File: config.mk
export PLATFORM = sky130hd
export DESIGN_NAME = inv_filter_bank_flat
export DESIGN_NICKNAME = d
export VERILOG_FILES = /design/src/rtl/inv_filter_bank_if.sv /design/src/rtl/inv_filter_bank.sv /design/src/flat_wrapper.sv
export SDC_FILE = /design/constraint.sdc
export NUM_CORES = 1
export LEC_CHECK = 0
export CAP_MARGIN = 25
export CELL_PAD_IN_SITES_DETAIL_PLACEMENT = 0
export CELL_PAD_IN_SITES_GLOBAL_PLACEMENT = 1
export CORE_MARGIN = 10
export CORE_UTILIZATION = 40
export DETAILED_ROUTE_END_ITERATION = 8
export PLACE_DENSITY = 0.76
export SETUP_SLACK_MARGIN = 0.2
export SLEW_MARGIN = 10
export SYNTH_ARGS = -nofsm -noshare
export SYNTH_HDL_FRONTEND = slang
export SYNTH_SLANG_ARGS = --single-unit
File: constraint.sdc
create_clock -name clk -period 3.05 [get_ports clk]
set_input_delay 0.61 -clock clk [delete_from_list [all_inputs] [get_ports clk]]
set_output_delay 0.61 -clock clk [all_outputs]
set_load 0.03 [all_outputs]
File: src/rtl/inv_filter_bank_if.sv
// Channel bus for inv_filter_bank: raw inputs and polarity in, filtered levels and change pulses out.
interface inv_filter_bank_if #(
    parameter int WIDTH = 8
);
    logic [WIDTH-1:0] a;
    logic [WIDTH-1:0] pol;
    logic [WIDTH-1:0] y;
    logic [WIDTH-1:0] chg;

    modport master (output a, output pol, input y, input chg);
    modport slave  (input a, input pol, output y, output chg);
endinterface

File: src/rtl/inv_filter_bank.sv
// Bank of glitch-filtered inverters with per-channel polarity and change pulses.
// Define INVF_SYNC_EN to put a 2-flop synchroniser in front of each channel's filter.
module inv_filter_lane #(
    parameter int FILTER = 4,
    parameter int CW     = $clog2(FILTER) + 1
) (
    input  logic clk,
    input  logic rst_n,
    input  logic a,
    input  logic pol,
    output logic y,
    output logic chg
);
    localparam logic [CW-1:0] CNT_MAX = CW'(FILTER - 1);

    logic          x;
    logic          s_q, s_d;
    logic [CW-1:0] cnt_q, cnt_d;
    logic          chg_q, chg_d;

`ifdef INVF_SYNC_EN
    logic sync1_q, sync2_q;

    always_ff @(posedge clk or negedge rst_n) begin
        if (!rst_n) begin
            sync1_q <= 1'b0;
            sync2_q <= 1'b0;
        end else begin
            sync1_q <= a;
            sync2_q <= sync1_q;
        end
    end

    assign x = sync2_q;
`else
    assign x = a;
`endif

    // A level is accepted once it has differed from s for FILTER consecutive samples.
    always_comb begin
        s_d   = s_q;
        cnt_d = cnt_q;
        chg_d = 1'b0;
        if (x == s_q) begin
            cnt_d = '0;
        end else if (cnt_q == CNT_MAX) begin
            s_d   = x;
            cnt_d = '0;
            chg_d = 1'b1;
        end else begin
            cnt_d = cnt_q + CW'(1);
        end
    end

    always_ff @(posedge clk or negedge rst_n) begin
        if (!rst_n) begin
            s_q   <= 1'b0;
            cnt_q <= '0;
            chg_q <= 1'b0;
        end else begin
            s_q   <= s_d;
            cnt_q <= cnt_d;
            chg_q <= chg_d;
        end
    end

    assign y   = s_q ^ pol;
    assign chg = chg_q;
endmodule

module inv_filter_bank #(
    parameter int WIDTH  = 8,
    parameter int FILTER = 4
) (
    input  logic               clk,
    input  logic               rst_n,
    inv_filter_bank_if.slave   bus
);
    logic [WIDTH-1:0] y_w;
    logic [WIDTH-1:0] chg_w;

    for (genvar i = 0; i < WIDTH; i++) begin : g_lane
        inv_filter_lane #(.FILTER(FILTER)) u_lane (
            .clk   (clk),
            .rst_n (rst_n),
            .a     (bus.a[i]),
            .pol   (bus.pol[i]),
            .y     (y_w[i]),
            .chg   (chg_w[i])
        );
    end

    assign bus.y   = y_w;
    assign bus.chg = chg_w;
endmodule
File: src/flat_wrapper.sv
// flat-port wrapper written by rule: the top's interface ports become plain ports
module inv_filter_bank_flat 
#(
    parameter int WIDTH  = 8,
    parameter int FILTER = 4
)
  (clk, rst_n, bus_a, bus_pol, bus_y, bus_chg);
  inv_filter_bank_if #(.WIDTH(WIDTH)) bus_i ();
  input  logic clk;
  input  logic rst_n;
  input wire logic [$bits(bus_i.a)-1:0] bus_a;
  input wire logic [$bits(bus_i.pol)-1:0] bus_pol;
  output wire logic [$bits(bus_i.y)-1:0] bus_y;
  output wire logic [$bits(bus_i.chg)-1:0] bus_chg;
  assign bus_i.a = bus_a;
  assign bus_i.pol = bus_pol;
  assign bus_y = bus_i.y;
  assign bus_chg = bus_i.chg;
  inv_filter_bank #(.WIDTH(WIDTH), .FILTER(FILTER)) u_core (.clk(clk), .rst_n(rst_n), .bus(bus_i));
endmodule
Yosys cells after proc, flatten, opt, wreduce, memory -nomap -nowiden
Index checks and enable logic that the tools add are counted.

word-level totals
  bits in registers = 40
  bits in latches = 0
  memory bits (writable) = 0
  memory bits (read-only) = 0
  bits of input ports = 18
  output and inout port bits = 16
  memories = 0

cells by class
  add/sub/neg operators = 8
  multiply operators = 0
  divide/modulo/power cells = 0
  magnitude comparators = 0
  equality and inequality tests = 16
  shifts and indexed selects = 0
  multiplexer cells = 32
  bitwise operators = 16
  reduce and logical (&&, ||, !) cells = 8

operator list
  operator                                              count
  2-to-1 mux 3 bit                                      16
  adder 3 x 1 -> 3 bit (second input constant)          8
  equality test 3 x 2 -> 1 bit (second input constant)  8
  2-to-1 mux 1 bit                                      16
  AND reduction 2 bit                                   8
  equality test 1 bit                                   8
  NOT 1 bit                                             8
  XOR 1 bit                                             8

Logic depth before layout (Yosys ltp)
  word-level depth = 3
  depth in mapped cells = 3
  depth with buffers taken out = 3

Hierarchy
Synthesis repeated with hierarchy kept, for this count alone.

second synthesis, totals
  cell total of the unflattened synthesis = 112
  area total of the unflattened synthesis = 1611.5 sq um

by module, submodules not included
  module           instances  cells an instance  area each (sq um)  sequential area each (sq um)
  inv_filter_lane  8          14                 201.4              125.1

Worst setup path after synthesis
Ideal clock, no wire load.

  path kind = input -> output
  start point = input bus_pol[5]
  end point = output bus_y[5]
  arrival = 0.909 ns
  path slack = 1.531 ns
  stages = 2
  path buffers = 1
  cells stage by stage = xor2_1 > buf_4

on the way
  word-level cells in the longest chain between the ends = 1

RTL lines
  what             line                   RTL
  start, declared  flat_wrapper.sv:12     input wire logic [$bits(bus_i.pol)-1:0] bus_pol;
  XOR 1 bit        inv_filter_bank.sv:67  assign y = s_q ^ pol;
  end, declared    flat_wrapper.sv:13     output wire logic [$bits(bus_i.y)-1:0] bus_y;

No other way between the ends.

Worst setup path in the final report
  start point = input bus_pol[4]
  end point = output bus_y[4]

The elaborated chain is that of the path after synthesis.

==> impl_metrics.env <==
export IMPL_fp_coreArea_um2=4090
export IMPL_max_slew_margin_pct=42.6
export IMPL_r2r_start="u_core.g_lane[6].u_lane.cnt_q[0]$_DFF_PN0_"
export IMPL_postCtsResizedCells=0
export IMPL_synth_seq_cells=40
export IMPL_critical_path_class="in -> out"
export IMPL_dieArea_um2=7340
export IMPL_critical_path_required_ns=2.44
export IMPL_drt_iter0_markers=24
export IMPL_fillers=370
export IMPL_drtPass1Iterations=4
export IMPL_fmax_ghz=0.395
export IMPL_areaGrowthSynthToFinish_pct=20.8
export IMPL_fp_dieH_um=85.7
export IMPL_ir_worst_vdd_mv=0.375
export IMPL_grt_antenna_before_repair=0
export IMPL_cts_root_buf="clkbuf_8"
export IMPL_grtUsageTotal_pct=8.17
export IMPL_multi_input_area_um2=603
export IMPL_dpl_cell_area_um2=1990
export IMPL_cts_tree="yes"
export IMPL_r2r_slack_ns=1.84
export IMPL_yosysWarningCount=0
export IMPL_post_drt_wl_per_cell_um=13.3
export IMPL_grt_pass1_wl_um=4780
export IMPL_hold_violations=0
export IMPL_final_layout_size_suffix_gt1_share_pct=14.4
export IMPL_synth_distinct_cells=12
export IMPL_skew_ns=0.00290
export IMPL_end_kind="primary output"
export IMPL_status="complete, no violations"
export IMPL_slew_violations=0
export IMPL_rsz0062_at_grt="false"
export IMPL_clkLatencyLatePin_ns=0.28
export IMPL_synth_cells=128
export IMPL_cts_setup_buffers=0
export IMPL_clk_pin_slew_ns=0.07
export IMPL_crit_path_start_kind="input port"
export IMPL_n_antenna_cell=0
export IMPL_cap_violations=0
export IMPL_setup_tns_ns=0
export IMPL_final_min_clock_period_ns=2.53
export IMPL_postLayoutCellArea_um2=2080
export IMPL_vias_per_cell=4.65
export IMPL_power_density_nw_per_um2=872
export IMPL_nets=178
export IMPL_p_leak_nw=0.935
export IMPL_ant_nets=0
export IMPL_setup_viol=0
export IMPL_wirelength_um=2700
export IMPL_arrival_ns=1.92
export IMPL_gp_congestion=0.651
export IMPL_utilization_pct=50.9
export IMPL_whs_ns=0.441
export IMPL_io_buffers=33
export IMPL_syn_nets=154
export IMPL_fp_row_count=23
export IMPL_synth_top_area_cell="dfrtp_1"
export IMPL_die_x_um=85.7
export IMPL_num_vias=943
export IMPL_syn_cell_area_um2=1720
export IMPL_setup_ws_ns=0.517
export IMPL_grt_max_degree=41
export IMPL_ys_seq_area_share_pct=58.1
export IMPL_grt_pass1_vias=1057
export IMPL_reg2reg_to="u_core.g_lane[6].u_lane.s_q$_DFFE_PN0P_"
export IMPL_dp_hpwl_um=2140
export IMPL_fin_crit_sh_pct=83.0
export IMPL_hold_class="in -> async"
export IMPL_dpl_worst_slack_ns=0.509
export IMPL_synth_top_area_share_pct=58.1
export IMPL_regArea_um2=1000
export IMPL_postCtsHoldBufs=0
export IMPL_initial_core_util_pct=42.2
export IMPL_htree_levels=2
export IMPL_r2r_cells=3
export IMPL_global_route_overflow_total=0
export IMPL_tightestPinTransition_ns=0.860
export IMPL_boundaryPins=34
export IMPL_synth_area_leaders="dfrtp_1 58%, buf_4 7.0%, ha_1 5.8%, nor3b_1 5.7%, mux2_2 5.2%"
export IMPL_cts_made_buffers=5
export IMPL_cts_sinks=40
export IMPL_crit_fanout=1
export IMPL_drc=0
export IMPL_syn_area_per_cell_um2=13.5
export IMPL_cts_buffer_depth=2
==> placed cells by master (no fill, tap or decap), drive strengths merged <==
master and n:
dfrtp 40, clkdlybuf4s50 32, nor2b 18, nor3b 13, xnor2 8, xor2 8
mux2 8, ha 8, clkbuf 8, nor3 7, nand2b 1, nor2 1
buf 1
==> report_power, final <==
group          switching [mW]  internal, mW  leakage, nW
logic                   0.346         0.343        0.365
registers              0.0990         0.683        0.524
clock network           0.161         0.184       0.0455
==> metrics by stage <==
step	cells	power [mW]
floorplan	128	1.34
global placement	195	1.46
detailed placement	195	1.50
CTS	203	1.86
global route	203	1.96
finish	203	1.82
==> worst max path at each step <==
| stage | start | end | slack (ns) |
|---|---|---|---|
| floorplan | bus_pol[5] | bus_y[5] | 1.53 |
| global placement | bus_pol[0] | bus_y[0] | 0.52 |
| detailed placement | bus_pol[4] | bus_y[4] | 0.51 |
| CTS | bus_pol[2] | bus_y[2] | 0.50 |
| global route | bus_pol[2] | bus_y[2] | 0.44 |
| finish | bus_pol[4] | bus_y[4] | 0.52 |
==> logic make-up (layout without fill, tap and decap cells) <==
group | after synthesis | in the layout | synth area share (%)
and+or+nand+nor | 40 | 40 | 15.8
buffers and inverters | 16 | 41 | 6.97
muxes | 8 | 8 | 5.23
adders and majority gates | 8 | 8 | 5.81
xor gates and xnor gates | 16 | 16 | 8.13
DFF | 40 | 40 | 58.1
==> flip-flops by register name (all words and copies together) (netlist names) <==
signal / flops
u_core.g_lane.u_lane.chg: 8
u_core.g_lane.u_lane.cnt_q: 24
u_core.g_lane.u_lane.s_q: 8
==> cell usage after synthesis <==
library cell / number
nor2_1: 1
mux2_2: 8
ha_1: 8
xnor2_1: 8
nor2b_1: 11
dfrtp_1: 40
nor3b_1: 13
nor3_1: 7
buf_4: 16
nand2b_1: 1
xor2_1: 8
nor2b_2: 7
==> worst max-delay path, cell delays in order <==
cell	delay [ns]
clkdlybuf4s50_1	0.47
xor2_1	0.15
clkdlybuf4s50_1	0.69
==> area by class of cell <==
class | instances | share of cell area (%)
sequential | 40 | 48.1
tap | 50 | 3.00
timing repair buffer | 33 | 15.6
clock buffer | 8 | 4.33
multi-input combinational | 72 | 29.0
==> metal layers <==
layer,up-vias,wire length (µm),global-route usage [%]
li1,454,-,-
met1,455,1120,7.64
met2,29,1330,14.2
met3,5,208,4.07
met4,0,38,4.49
met5,-,0,0
Power figures use the tool's default switching activity.
